`src/rtl/game_pkg.sv`:
```
// Shared definitions for the match clock: game FSM state codes, the display
// blank code and the saturation ceiling helper.
package game_pkg;

    // Game FSM states driven by the top-level game controller (6 and 7 unused).
    typedef enum logic [2:0] {
        MENU  = 3'd0,
        GAME  = 3'd1,
        P1WIN = 3'd2,
        P2WIN = 3'd3,
        TIE   = 3'd4,
        POINT = 3'd5
    } game_state_e;

    // Shift-add-3 converter sequencing.
    typedef enum logic {
        CONV_IDLE,
        CONV_SHIFT
    } conv_state_e;

    // Digit code the seven-segment driver renders as an unlit digit.
    localparam logic [3:0] BLANK_DIGIT = 4'hA;

    // Largest count both representable in binary and displayable in decimal.
    function automatic int unsigned max_count(input int unsigned width,
                                              input int unsigned digits);
        int unsigned bin_max;
        int unsigned dec_max;
        bin_max = (32'd1 << width) - 32'd1;
        dec_max = 32'd1;
        for (int unsigned i = 0; i < digits; i++) begin
            dec_max = dec_max * 32'd10;
        end
        dec_max = dec_max - 32'd1;
        return (bin_max < dec_max) ? bin_max : dec_max;
    endfunction

endpackage

```
`src/rtl/bin2bcd.sv`:
```
// Sequential binary-to-BCD converter (shift-add-3). One snapshot cycle plus
// WIDTH shift cycles per conversion; restarts immediately while start is high.
module bin2bcd
    import game_pkg::*;
#(
    parameter int WIDTH  = 7,
    parameter int DIGITS = 2
) (
    input  logic                  clk,
    input  logic                  rst,
    input  logic [WIDTH-1:0]      bin,
    input  logic                  start,
    output logic                  busy,
    output logic                  done,
    output logic [4*DIGITS-1:0]   bcd
);

    localparam int ITER_W = $clog2(WIDTH + 1);
    localparam logic [ITER_W-1:0] ITER_LAST = ITER_W'(WIDTH - 1);

    conv_state_e          state_q, state_d;
    logic [WIDTH-1:0]     bin_q, bin_d;
    logic [4*DIGITS-1:0]  acc_q, acc_d;
    logic [4*DIGITS-1:0]  bcd_q, bcd_d;
    logic [4*DIGITS-1:0]  adj;
    logic [ITER_W-1:0]    iter_q, iter_d;
    logic                 done_q, done_d;

    // Add 3 to every digit that is 5 or more before the next left shift.
    always_comb begin
        // NOTE: every always_comb output gets a default first so no path leaves it unassigned (no latch).
        adj = acc_q;
        for (int i = 0; i < DIGITS; i++) begin
            if (acc_q[4*i +: 4] >= 4'd5) begin
                adj[4*i +: 4] = acc_q[4*i +: 4] + 4'd3;
            end
        end
    end

    // Sequencer: snapshot, WIDTH shift steps, latch result, back to snapshot.
    always_comb begin
        state_d = state_q;
        bin_d   = bin_q;
        acc_d   = acc_q;
        iter_d  = iter_q;
        bcd_d   = bcd_q;
        done_d  = 1'b0;
        case (state_q)
            CONV_IDLE: begin
                if (start) begin
                    bin_d   = bin;
                    acc_d   = '0;
                    iter_d  = '0;
                    state_d = CONV_SHIFT;
                end
            end
            CONV_SHIFT: begin
                acc_d  = {adj[4*DIGITS-2:0], bin_q[WIDTH-1]};
                bin_d  = {bin_q[WIDTH-2:0], 1'b0};
                iter_d = iter_q + 1'b1;
                if (iter_q == ITER_LAST) begin
                    bcd_d   = acc_d;
                    done_d  = 1'b1;
                    state_d = CONV_IDLE;
                end
            end
            default: state_d = CONV_IDLE;
        endcase
    end

    // Converter state registers; reset leaves it idle so it restarts on release.
    always_ff @(posedge clk or negedge rst) begin
        if (!rst) begin
            state_q <= CONV_IDLE;
            bin_q   <= '0;
            acc_q   <= '0;
            iter_q  <= '0;
            bcd_q   <= '0;
            done_q  <= 1'b0;
        end else begin
            // NOTE: sequential state uses non-blocking assignments so all flops update together.
            state_q <= state_d;
            bin_q   <= bin_d;
            acc_q   <= acc_d;
            iter_q  <= iter_d;
            bcd_q   <= bcd_d;
            done_q  <= done_d;
        end
    end

    assign busy = (state_q == CONV_SHIFT);
    assign done = done_q;
    assign bcd  = bcd_q;

endmodule

```
`src/rtl/game_countdown.sv`:
```
// Match-clock countdown: tick prescaler, saturating count with bonus time,
// low-time warning, expiry pulse and a blanked BCD display feed.
module game_countdown
    import game_pkg::*;
#(
    parameter int TICK_DIV  = 100_000_000,
    parameter int WIDTH     = 7,
    parameter int DIGITS    = 2,
    parameter int GAME_TIME = 60,
    parameter int WARN_TIME = 10,
    parameter int BONUS     = 5
) (
    input  logic                  clk,
    input  logic                  rst,
    input  logic [2:0]            state,
    input  logic                  pause,
    input  logic                  bonus,
    output logic [WIDTH-1:0]      count,
    output logic [4*DIGITS-1:0]   bcd,
    output logic                  warn,
    output logic                  time_up
);

    localparam int                   MAXV      = int'(max_count(WIDTH, DIGITS));
    localparam int                   DIV_W     = (TICK_DIV > 1) ? $clog2(TICK_DIV) : 1;
    localparam logic [DIV_W-1:0]     DIV_LAST  = DIV_W'(TICK_DIV - 1);
    localparam logic [WIDTH-1:0]     LOAD_VAL  = WIDTH'(GAME_TIME);
    localparam logic [4*DIGITS-1:0]  BLANK_ALL = {DIGITS{BLANK_DIGIT}};

    logic [DIV_W-1:0]     div_q, div_d;
    logic [WIDTH-1:0]     count_q, count_d;
    logic                 warn_q, warn_d;
    logic                 time_up_q, time_up_d;
    logic [4*DIGITS-1:0]  bcd_q, bcd_d;
    logic                 conv_valid_q, conv_valid_d;
    logic [4*DIGITS-1:0]  conv_bcd;
    logic                 conv_busy, conv_done;
    logic                 in_game, running, tick, add_bonus;
    logic [31:0]          sum;

    assign in_game   = (state == GAME);
    assign running   = in_game && !pause && (count_q != '0);
    assign tick      = running && (div_q == DIV_LAST);
    assign add_bonus = in_game && bonus && (count_q != '0);

    // Divider and count: load outside GAME, hold in undefined states, saturate in GAME.
    always_comb begin
        div_d   = div_q;
        count_d = count_q;
        sum     = '0;
        if (in_game) begin
            if (running) begin
                div_d = tick ? '0 : div_q + 1'b1;
            end
            sum     = 32'(count_q) + (add_bonus ? 32'(BONUS) : 32'd0) - (tick ? 32'd1 : 32'd0);
            count_d = (sum > 32'(MAXV)) ? WIDTH'(MAXV) : WIDTH'(sum);
        end else if (state <= POINT) begin
            div_d   = '0;
            count_d = LOAD_VAL;
        end
    end

    // Flags and display, all aligned with the registered count value.
    always_comb begin
        time_up_d    = in_game && (count_q == WIDTH'(1)) && (count_d == '0);
        warn_d       = in_game && (count_d != '0) && (32'(count_d) <= 32'(WARN_TIME));
        conv_valid_d = conv_valid_q | (conv_done & ~conv_busy);
        bcd_d        = (in_game && conv_valid_q) ? conv_bcd : BLANK_ALL;
    end

    // State registers; an asynchronous reset reloads the match time immediately.
    always_ff @(posedge clk or negedge rst) begin
        if (!rst) begin
            div_q        <= '0;
            count_q      <= LOAD_VAL;
            warn_q       <= 1'b0;
            time_up_q    <= 1'b0;
            bcd_q        <= BLANK_ALL;
            conv_valid_q <= 1'b0;
        end else begin
            div_q        <= div_d;
            count_q      <= count_d;
            warn_q       <= warn_d;
            time_up_q    <= time_up_d;
            bcd_q        <= bcd_d;
            conv_valid_q <= conv_valid_d;
        end
    end

    bin2bcd #(
        .WIDTH  (WIDTH),
        .DIGITS (DIGITS)
    ) u_bin2bcd (
        .clk   (clk),
        .rst   (rst),
        .bin   (count_q),
        .start (1'b1),
        .busy  (conv_busy),
        .done  (conv_done),
        .bcd   (conv_bcd)
    );

    assign count   = count_q;
    assign bcd     = bcd_q;
    assign warn    = warn_q;
    assign time_up = time_up_q;

endmodule

```
`config.mk`:
```
export PLATFORM = sky130hd
export DESIGN_NAME = game_countdown
export DESIGN_NICKNAME = d
export VERILOG_FILES = /design/src/rtl/game_pkg.sv /design/src/rtl/bin2bcd.sv /design/src/rtl/game_countdown.sv
export SDC_FILE = /design/constraint.sdc
export NUM_CORES = 1
export LEC_CHECK = 0
export BUFFER_PORTS_ARGS = -buffer_cell sky130_fd_sc_hd__buf_2
export CORE_MARGIN = 5
export CORE_UTILIZATION = 36
export DETAILED_ROUTE_END_ITERATION = 6
export GPL_ROUTABILITY_DRIVEN = 0
export SLEW_MARGIN = 30
export SYNTH_ARGS = -nofsm -noshare
export SYNTH_HDL_FRONTEND = slang
export SYNTH_SLANG_ARGS = --single-unit
```
`constraint.sdc`:
```
create_clock -name clk -period 4.4 [get_ports clk]
set_clock_uncertainty 0.05 [all_clocks]
set_input_delay 0.22 -clock clk [delete_from_list [all_inputs] [get_ports clk]]
set_output_delay 0.22 -clock clk [all_outputs]
set_load 0.05 [all_outputs]
```
==> results of run 1 <==
per-layer routing:
metal | wire (µm) | share of wire, % | up-vias
met5 | 0 | 0 | -
met4 | 109 | 1.3 | 0
met3 | 313 | 3.7 | 10
met2 | 3790 | 45 | 51
met1 | 4230 | 50 | 1479
li1 | - | - | 1507
Yosys cell counts, types with 4 or more instances:
cell / instances
or2_2: 4
dfstp_2: 8
nand2_1: 42
xor2_1: 5
o21ai_0: 17
o22ai_1: 4
o21ai_1: 28
xnor2_1: 7
nand3_1: 11
nor2_1: 38
a21oi_1: 15
nor2b_1: 6
nand4_1: 7
and2_1: 9
nor3b_1: 6
ha_1: 18
dfrtp_1: 65
a31oi_1: 6
and3_1: 10
clkbuf_1: 10
inv_1: 20
nor4_1: 4
o31ai_2: 6
power groups by stage:
stage	Combinational (mW)	Clock (mW)	Sequential, mW
after detailed placement	0.980	0	0.830
after CTS	0.986	0.539	0.820
after floorplan	0.630	0	0.921
after global routing	1.16	0.576	0.828
after global placement	0.970	0	0.830
final	1.05	0.521	0.817
sequential cells by signal, indices dropped and copies added, names as in the netlist:
register / cells
div_q: 27
bcd: 8
u_bin2bcd.acc_q: 8
u_bin2bcd.bcd: 8
count: 7
u_bin2bcd.bin_q: 7
u_bin2bcd.iter_q: 3
conv_valid_q: 1
time_up: 1
u_bin2bcd.busy: 1
u_bin2bcd.done: 1
warn: 1
cell usage in the layout, fill, tap and decap left out, types with 3 or more instances in the layout:
cell type  netlist  final
mux2_2           3      3
nand2_1         42     42
a31oi_1          6      6
ha_1            18     18
o21ai_0         17     17
a21oi_1         15     15
inv_1           20     20
nand3_1         11     11
and3_1          10     10
nor4_1           4      4
nor2_1          38     38
o22ai_1          4      4
buf_4            2     10
a211oi_2         1      3
o21ai_1         28     28
and4_1           3      3
and2_1           9      9
a311o_1          3      3
nor3b_1          6      6
buf_2            2     22
nor2b_1          6      6
dfstp_2          8      8
o31ai_2          6      6
clkbuf_8         0      9
nand2b_1         3      3
a21o_1           3      3
xor2_1           5      5
or2_2            4      4
dfrtp_1         65     65
xnor2_1          7      7
nand4_1          7      7
metrics by stage:
stage | utilization, % | hold slack [ns] | power [mW] | std cells
2_1_floorplan | - | -0.126 | 1.55 | 407
5_1_grt | 41.5 | 0.330 | 2.56 | 581
6_report | 41.5 | 0.314 | 2.38 | 581
3_3_place_gp | 39.2 | 0.374 | 1.80 | 564
4_1_cts | 41.1 | 0.295 | 2.34 | 581
3_5_place_dp | 39.2 | 0.379 | 1.81 | 564
area by class of cell:
cell class	instances	share of cell area (%)
sequential	73	41.2
timing repair buffer	33	4.38
clock buffer	10	2.86
clock inverter	6	1.52
inverter	20	1.68
multi-input combinational	299	44.4
tap	140	3.93
how the worst max path moves through the flow:
stage	start	endpoint	slack, ns	depth (start not counted)
after global placement	div_q[0]	time_up	0.25	15
after floorplan	count[4]	time_up	0.13	15
after CTS	count[5]	time_up	0.1	15
final	div_q[0]	time_up	0.28	14
after detailed placement	div_q[0]	time_up	0.11	15
after global routing	div_q[0]	time_up	0.007	14
repair_timing:
action / in CTS / in global routing
hold buffers: 1 / 0
gates resized for setup: 0 / 7
setup endpoints to repair: 0 / 2
buffers inserted: 0 / 0
endpoints found under the hold margin: 10 / 0
kinds of logic after synthesis:
| kind of cell | synth area share [%] |
|---|---|
| AND/OR/NAND/NOR | 21.6 |
| AO/OA/AOI/OAI | 17.6 |
| flip-flops | 46.9 |
| buffers and inverters | 3.61 |
| adder cells (fa/ha/maj) | 6.27 |
| XOR/XNOR | 2.69 |
| multiplexers | 1.38 |
tightest hold or removal path, stage by stage:
cell and delay (ns):
buf_2 0.12, nand2_1 0.21, o22ai_1 0.12
==> impl_results.md, run 1 <==
* Total CTS buffers at 9
* Total number of vias at 3047
* Placed cell areas at roughly 4200 µm²
* Crit path time final at between 4 and 5 ns
* CP most frequent cell: ha_1
* Reg2reg path depth at 14
* Drt wl/cell at 14.5 µm
* Die area at around 13000 µm²
* Final Cell Area at 4460 µm²
* Clk sinks at between 70 and 80
* Final slew viol count at 0
* Tcrit/Tclk final at 93.7%
* Synth Flop Type: dfrtp_1
* Port-buffer cells at 23
* Antenna-violating nets left at 0
* Clock latency on the worst-skew pair at 0.35 ns
* Setup crit end kind: flip-flop
* Number of DRC markers in iteration 0 at 223
* Req. time, crit path at between 4 and 5 ns
* Die W at about 110 µm
* First-pass GRT wire length at between 10000 and 15000 µm
* Final Hold Vio Count at 0
* Worst vdd ir at 422 µV
* Logic gate share of total power at 43.9%
* Worst setup SP type: flip-flop
* Final worst slack at between 0.2 and 0.3 ns
* Number of diodes at 0
* Pint at 1.45 mW
* Sw Share at 39.2%
* Crit path DAT at 4.33 ns
* Critical hold path startpoint: state[1]
* Multi-input gate area at ~2000 µm²
* Worst hold path type: in -> reg
* Leak at 2.01 nW
* Crit path max-delay cell type: or4_1
* Met1 usage at 19.2%
* First-pass iteration count of the detailed router at 4
* Endpoints failing setup at 0
* Reg2reg setup slack at 0.28 ns
* Worst r2r src: div_q[0]
* Worst rel slew slack at 49.7%
* Std-Cell Rows at 38
* Setup TNS at 0 ns
* Die height at about 110 µm
* Sequential cell area fraction in the yosys report at 46.9%
* Synth Cell Area at between 3000 and 4000 µm²
* Synth top area cells: dfrtp_1, ha_1, dfstp_2, nand2_1, nor2_1
* Peak Freq at 243 MHz
* Vias in the first global route at 3017
* Unrepaired setup endpoints after global routing: false
* Filler instances at between 1k and 1.5k
* Clock Pin Slew Worst Setup and Hold Paths at 0.08 ns
* Clock Power Share at 21.9%
* Largest net degree at the start of global routing at 45
* Initial antenna violation count at 0
* Synth warn at 0
* PD cells at 535 nW/µm²
* Reg power frac at about 34%
* I/O pin total at 24
* Residual DRC at 0
* Post-layout nets at ~460
* Synthesized instance count at 407
* Number of enable flip-flop cells after synthesis at 0
* Worst-path fanout max at 6
* Register Area at 1840 µm²
* Outcome: finished, final reports clean
* DP Worst Slack at around 0.11 ns
* Met3 Track Usage GR at 3.33%
* Drt via density at between 5 and 6
* Starting Density at 36.4%
* Largest area contributor in the netlist: dfrtp_1
* Worst-margin pin slew at 0.750 ns
* Bufs on Longest Clock Path at 2
* Core Area at 10700 µm²
* Synthesized Nets at 433
* Worst path bufs/invs at 1
* CTS tree: done
* Async SR Flop Fraction at 100%
* Aggregate routed wire length at 8450 µm
* Root buf cell: clkbuf_8
* Worst hold stages at 3
* Family with the most delay on the worst path: simple AND/OR/NAND/NOR gates
* WS Path Type: reg -> reg
* Average size of a mapped cell at about 9.6 µm²
* Half-perimeter wire length after placement at 6120 µm
* Total GRT Usage at 13.7%
* CP Cell Sequence: ha_1 > nand3_1 > or4_1 > nor4_4 > ha_1 > inv_1 > ha_1 > a211oi_2 > o31ai_2 > a2111oi_4 > nor3_4 > and2_4 > a311o_1 > nor4b_2
* Reg-to-Reg End: time_up
* CP peak stage delay at 0.58 ns
* Synth top area share at 41.6%
* NetSw at slightly above 0.9 mW
* Distinct cells, synth at 63
* Hold EP: count[6]
* H-tree depth at 3
* Seq cells post-synth at 73
* P&R area growth vs syn at 13.9%
* Fraction of layout cells with a size suffix above 1 at 19.0%
* Grt ovf at 0
* GRT met2 Usage at about a fifth
* # Max-Cap Violations at 0
* Global route hottest layer: met2
Note: power is estimated with default switching activity, not from simulation.
==> run 2, diff against run 1 <==
--- a/config.mk
+++ b/config.mk
@@ -10,6 +10,7 @@
 export CORE_UTILIZATION = 36
 export DETAILED_ROUTE_END_ITERATION = 6
 export GPL_ROUTABILITY_DRIVEN = 0
+export RECOVER_POWER = 50
 export SLEW_MARGIN = 30
 export SYNTH_ARGS = -nofsm -noshare
 export SYNTH_HDL_FRONTEND = slang
==> run 2 against run 1 <==
Effect of this change:
- the run now ends with max-capacitance violations, max-slew violations left
- critical path depth stayed put
- worst setup slack worse by 0.0032 ns
- combinational power hardly changed
- first-iteration DRC count is 24% lower
- clock-buffer cell count stayed put
- worst hold slack better by 0.0034 ns
- non-clock buffer count stayed put
- core utilization is 0.16 points lower
- wire length hardly changed
- die area stayed put
- fmax hardly changed
- critical endpoint unchanged
- largest cell class unchanged
==> impl_results.md, run 2 (synthesis results as in run 1) <==
* Clock latency on the worst-skew pair at roughly 0.35 ns
* Leak at a little under 2 nW
* Req. time, crit path at 4.61 ns
* First-pass GRT wire length at roughly 15000 µm
* Bufs on Longest Clock Path at 2
* Clk sinks at 73
* Worst-path fanout max at 6
* Starting Density at a little over a third
* Setup TNS at 0 ns
* Post-layout nets at about 460
* PD cells at approximately 540 nW/µm²
* WS Path Type: reg -> reg
* Outcome: finished with violations
* Most flops, register: div_q
* Unrepaired setup endpoints after global routing: false
* Residual DRC at 0
* Crit path time final at between 4 and 5 ns
* Final slew viol count at 45
* Clock Pin Slew Worst Setup and Hold Paths at 0.08 ns
* Failing checks: max-capacitance violations, max-slew violations
* Worst setup SP type: flip-flop
* P&R area growth vs syn at 13.5%
* Placed cell areas at between 4000 and 5000 µm²
* CTS tree: done
* Port-buffer cells at 23
* Most common cell after layout, fill and taps aside: dfrtp_1
* Total GRT Usage at 13.7%
* Drt via density at 5.22
* Worst-margin pin slew at 2.32 ns
* Most frequent cells in the layout: dfrtp_1, nand2_1, nor2_1, o21ai_1, inv_1
* Final Cell Area at ~4400 µm²
* Vias in the first global route at 3017
* Final Hold Vio Count at 0
* Number of diodes at 0
* Antenna-violating nets left at 0
* Grt ovf at 0
* Die height at approximately 110 µm
* Setup crit end kind: flip-flop
* Worst hold stages at 3
* Crit path DAT at 4.33 ns
* Die W at 114 µm
* Largest net degree at the start of global routing at 45
* Drt wl/cell at ~15 µm
* Total number of vias at 3033
* Root buf cell: clkbuf_8
* Number of DRC markers in iteration 0 at 169
* Final Core Density at 41.3%
* # Max-Cap Violations at 1
* Peak Freq at approximately 240 MHz
* Non-filler instance count after layout at 581
* H-tree depth at 3
* # placed instances at 564
* Std-Cell Rows at 38
* First-pass iteration count of the detailed router at 4
* Aggregate routed wire length at 8450 µm
* Largest register FFs at 27
* Endpoints failing setup at 0
* Fraction of layout cells with a size suffix above 1 at 16.8%
* Tcrit/Tclk final at 93.8%
* Final worst slack at roughly 0.27 ns
* DP Worst Slack at 0.115 ns
* I/O pin total at 24
* Core Area at 10700 µm²
* Post-CTS setup buffer count at 0
* Half-perimeter wire length after placement at 6120 µm
* Die area at 13100 µm²
* Worst hold path type: in -> reg
* Worst vdd ir at 423 µV
* Initial antenna violation count at 0
* Worst rel slew slack at -54.9%
* Reg2reg path depth at 14
* Total CTS buffers at 9
* Filler instances at between 1k and 1.5k
## run 2: changes by cell type in the layout (fill, tap and decap cells not counted)
cell | before | now
buf_2 | 22 | 13
buf_4 | 10 | 8
clkbuf_1 | 1 | 11
clkbuf_2 | 0 | 1
## run 2: worst paths after layout
check	slack, ns	endpoint	from
worst max-delay path	0.27	time_up	div_q[0]
worst min-delay path	0.32	count[6]	state[1]
worst max register to register	0.27	time_up	div_q[0]
worst min register to register	0.41	u_bin2bcd.iter_q[0]	u_bin2bcd.iter_q[0]
max in group asynchronous	1.48	div_q[1]	rst
min in group asynchronous	1.06	u_bin2bcd.acc_q[7]	rst
## run 2: routing by layer
metal	vias to the layer above	part of all wire (%)	routed length [µm]	global-route usage, %
met5	-	0	0	0
met4	0	1.3	108	3.88
met3	10	3.4	287	3.33
met2	44	45	3770	21.3
met1	1470	51	4280	19.2
li1	1509	-	-	-
## run 2: repair_timing
item / CTS / global route
hold buffers: 1 / 0
gates resized for setup: 0 / 7
setup endpoints to repair: 0 / 2
endpoints found under the hold margin: 10 / 0
## run 2: cell type report
type | instances | area [µm²] | share of cell area [%]
Timing Repair Buffer | 33 | 178 | 4.00
Sequential cell | 73 | 1840 | 41.4
Inverter | 20 | 75.1 | 1.69
Clock inverter | 6 | 67.6 | 1.52
Multi-Input combinational cell | 299 | 1980 | 44.6
Clock buffer | 10 | 128 | 2.87
Tap cell | 140 | 175 | 3.95
## run 2: critical path, cell delays in order (launching register included)
cell       delay [ns]
dfrtp_1          0.38
ha_1             0.22
nand3_1          0.11
or4_1            0.58
nor4_4           0.29
ha_1             0.20
inv_1            0.07
ha_1             0.28
a211oi_2         0.31
o31ai_2          0.18
a2111oi_4        0.48
nor3_4           0.10
and2_4           0.20
a311o_1          0.38
nor4b_2          0.21
## run 2: power by group
group | leakage, nW | internal [mW] | switching (mW)
Sequential | 0.951 | 0.761 | 0.0564
Clock | 0.0933 | 0.265 | 0.257
Combinational | 0.933 | 0.422 | 0.623
Total | 1.98 | 1.45 | 0.936
## run 2: metrics by stage
step                hold WS (ns)  power, mW
global placement           0.374       1.80
finish                     0.317       2.38
global route               0.330       2.56
CTS                        0.295       2.34
detailed placement         0.379       1.81
floorplan                 -0.126       1.55
==> run 3, diff against run 2 <==
--- a/config.mk
+++ b/config.mk
@@ -8,9 +8,11 @@
 export BUFFER_PORTS_ARGS = -buffer_cell sky130_fd_sc_hd__buf_2
 export CORE_MARGIN = 5
 export CORE_UTILIZATION = 36
+export CTS_BUF_LIST = sky130_fd_sc_hd__clkbuf_16
 export DETAILED_ROUTE_END_ITERATION = 6
 export GPL_ROUTABILITY_DRIVEN = 0
 export RECOVER_POWER = 50
+export SETUP_SLACK_MARGIN = 0.4
 export SLEW_MARGIN = 30
 export SYNTH_ARGS = -nofsm -noshare
 export SYNTH_HDL_FRONTEND = slang
==> run 3 against run 2 <==
Effect of this change:
- the flow now finishes without violations
- sequential share of layout area decreased by 1.9 points
- cell count is 0.52% higher
- largest cell class unchanged
- largest power group unchanged
- cell area grew 4.7%
- clock power grew 43%
==> impl_results.md, run 3 (synthesis results as in run 1) <==
* Outcome: finished, final reports clean
* Vias in the first global route at 3085
* # Max-Cap Violations at 0
* WS Path Type: reg -> reg
* Port-buffer cells at 23
* I/O pin total at 24
* Total number of vias at 3148
* Final slew viol count at 0
* Clock Pin Slew Worst Setup and Hold Paths at 0.06 ns
* Most flops, register: div_q
* Post-layout nets at approximately 470
* Peak Freq at 252 MHz
* Std-Cell Rows at 38
* Leak at 2.02 nW
* Die area at ~13000 µm²
* Largest register FFs at 27
* Half-perimeter wire length after placement at ~6000 µm
* Number of diodes at 0
* Starting Density at 36.4%
* Final Hold Vio Count at 0
* First-pass iteration count of the detailed router at 4
* Aggregate routed wire length at 8830 µm
* CP Cell Sequence: ha_4 > nand3_2 > or4_4 > nor4_4 > ha_1 > inv_1 > ha_1 > a211oi_2 > nor2_1 > xor2_1 > o311ai_4 > buf_4 > a31oi_1 > a311o_1 > nor4b_2
* Endpoints failing setup at 0
* Reg2reg path depth at 15
* Worst-margin pin slew at 1.29 ns
* Initial antenna violation count at 0
* Root buf cell: clkbuf_16
* Most frequent cells in the layout: dfrtp_1, nand2_1, nor2_1, o21ai_1, clkbuf_1
* Worst rel slew slack at 13.7%
* Worst setup path start: div_q[1]
* Worst setup SP type: flip-flop
* Worst vdd ir at 490 µV
* Grt ovf at 0
* Req. time, crit path at roughly 4.6 ns
* CTS tree: done
* Bufs on Longest Clock Path at 2
* Worst hold stages at 3
* H-tree depth at 3
* Unrepaired setup endpoints after global routing: true
* Final Core Density at 43.3%
* Crit path DAT at between 4 and 5 ns
* First-pass GRT wire length at 15300 µm
* Drt via density at 5.39
* Die height at approximately 110 µm
* Antenna-violating nets left at 0
* Critical hold path startpoint: state[1]
* Clock latency on the worst-skew pair at 0.33 ns
* Family with the most delay on the worst path: simple AND/OR/NAND/NOR gates
* Critical Path Stages at 15
* Reg2reg setup slack at approximately 0.43 ns
* Clk sinks at 73
* Residual DRC at 0
* Largest net degree at the start of global routing at 54
* Core Area at between 10000 and 15000 µm²
* Setup crit end kind: flip-flop
* P&R area growth vs syn at 18.8%
* CP most frequent cell: ha_1
* Crit path max-delay cell type: or4_4
* Crit path time final at 3.97 ns
* Worst-path fanout max at 3
* Total CTS buffers at 9
* Setup TNS at 0 ns
* Fraction of layout cells with a size suffix above 1 at 17.3%
* Worst hold path type: in -> reg
* Most common cell after layout, fill and taps aside: dfrtp_1
* CP peak stage delay at around 0.50 ns
* Number of DRC markers in iteration 0 at 194
* Worst path bufs/invs at 2
* Die W at 114 µm
* Worst r2r src: div_q[1]
* PD cells at approximately 600 nW/µm²
* Total GRT Usage at 14.5%
* Drt wl/cell at 15.1 µm
* Tcrit/Tclk final at 90.3%
## run 3: layer usage
| layer | up-vias | share of wire, % | GRT usage, % |
|---|---|---|---|
| li1 | 1518 | - | - |
| met1 | 1544 | 45 | 19.5 |
| met2 | 71 | 48 | 22.9 |
| met3 | 15 | 4.2 | 3.12 |
| met4 | 0 | 2.3 | 5.86 |
| met5 | - | 0 | 0 |
## run 3: layout make-up
type	count	area [µm²]
fillers	1076	6100
multi-input cells	299	2070
flip-flops and latches	73	1840
clock buffers	9	225
repair buffers	36	189
well taps	140	175
clock inverters	7	77.6
inverters	20	75.1
## run 3: stage by stage
stage	power, mW	setup WS, ns	hold slack [ns]	cells	cell area [µm²]
5_1_grt	2.93	0.286	0.366	584	4650
3_5_place_dp	1.79	0.209	0.155	560	4200
2_1_floorplan	1.59	0.479	-0.126	407	3930
3_3_place_gp	1.79	0.361	0.144	560	4200
4_1_cts	2.63	0.410	0.328	582	4570
6_report	2.76	0.427	0.364	584	4650
## run 3: worst register-to-register path, cell delays in order, from the launching register on
cell,delay (ns)
dfrtp_1,0.41
ha_4,0.16
nand3_2,0.08
or4_4,0.50
nor4_4,0.26
ha_1,0.19
inv_1,0.07
ha_1,0.30
a211oi_2,0.35
nor2_1,0.11
xor2_1,0.21
o311ai_4,0.33
buf_4,0.17
a31oi_1,0.07
a311o_1,0.36
nor4b_2,0.27
## run 3: path summary, 6_finish.rpt
check	endpoint
max	time_up
min	count[0]
max reg2reg	time_up
min reg2reg	u_bin2bcd.bin_q[3]
max in group asynchronous	div_q[9]
min in group asynchronous	u_bin2bcd.acc_q[3]
## run 3: report_power, final
| part | total, mW | internal, mW | switching (mW) |
|---|---|---|---|
| combinational | 1.19 | 0.487 | 0.698 |
| clock | 0.745 | 0.444 | 0.301 |
| sequential | 0.831 | 0.762 | 0.0684 |
## run 3: what timing repair did
item,4_1_cts,5_1_grt
resized for setup,4,16
hold buffers,1,0
hold endpoints to repair,14,0
pin swaps,4,13
gates cloned,0,0
setup endpoints to repair,2,2
setup buffers,5,2
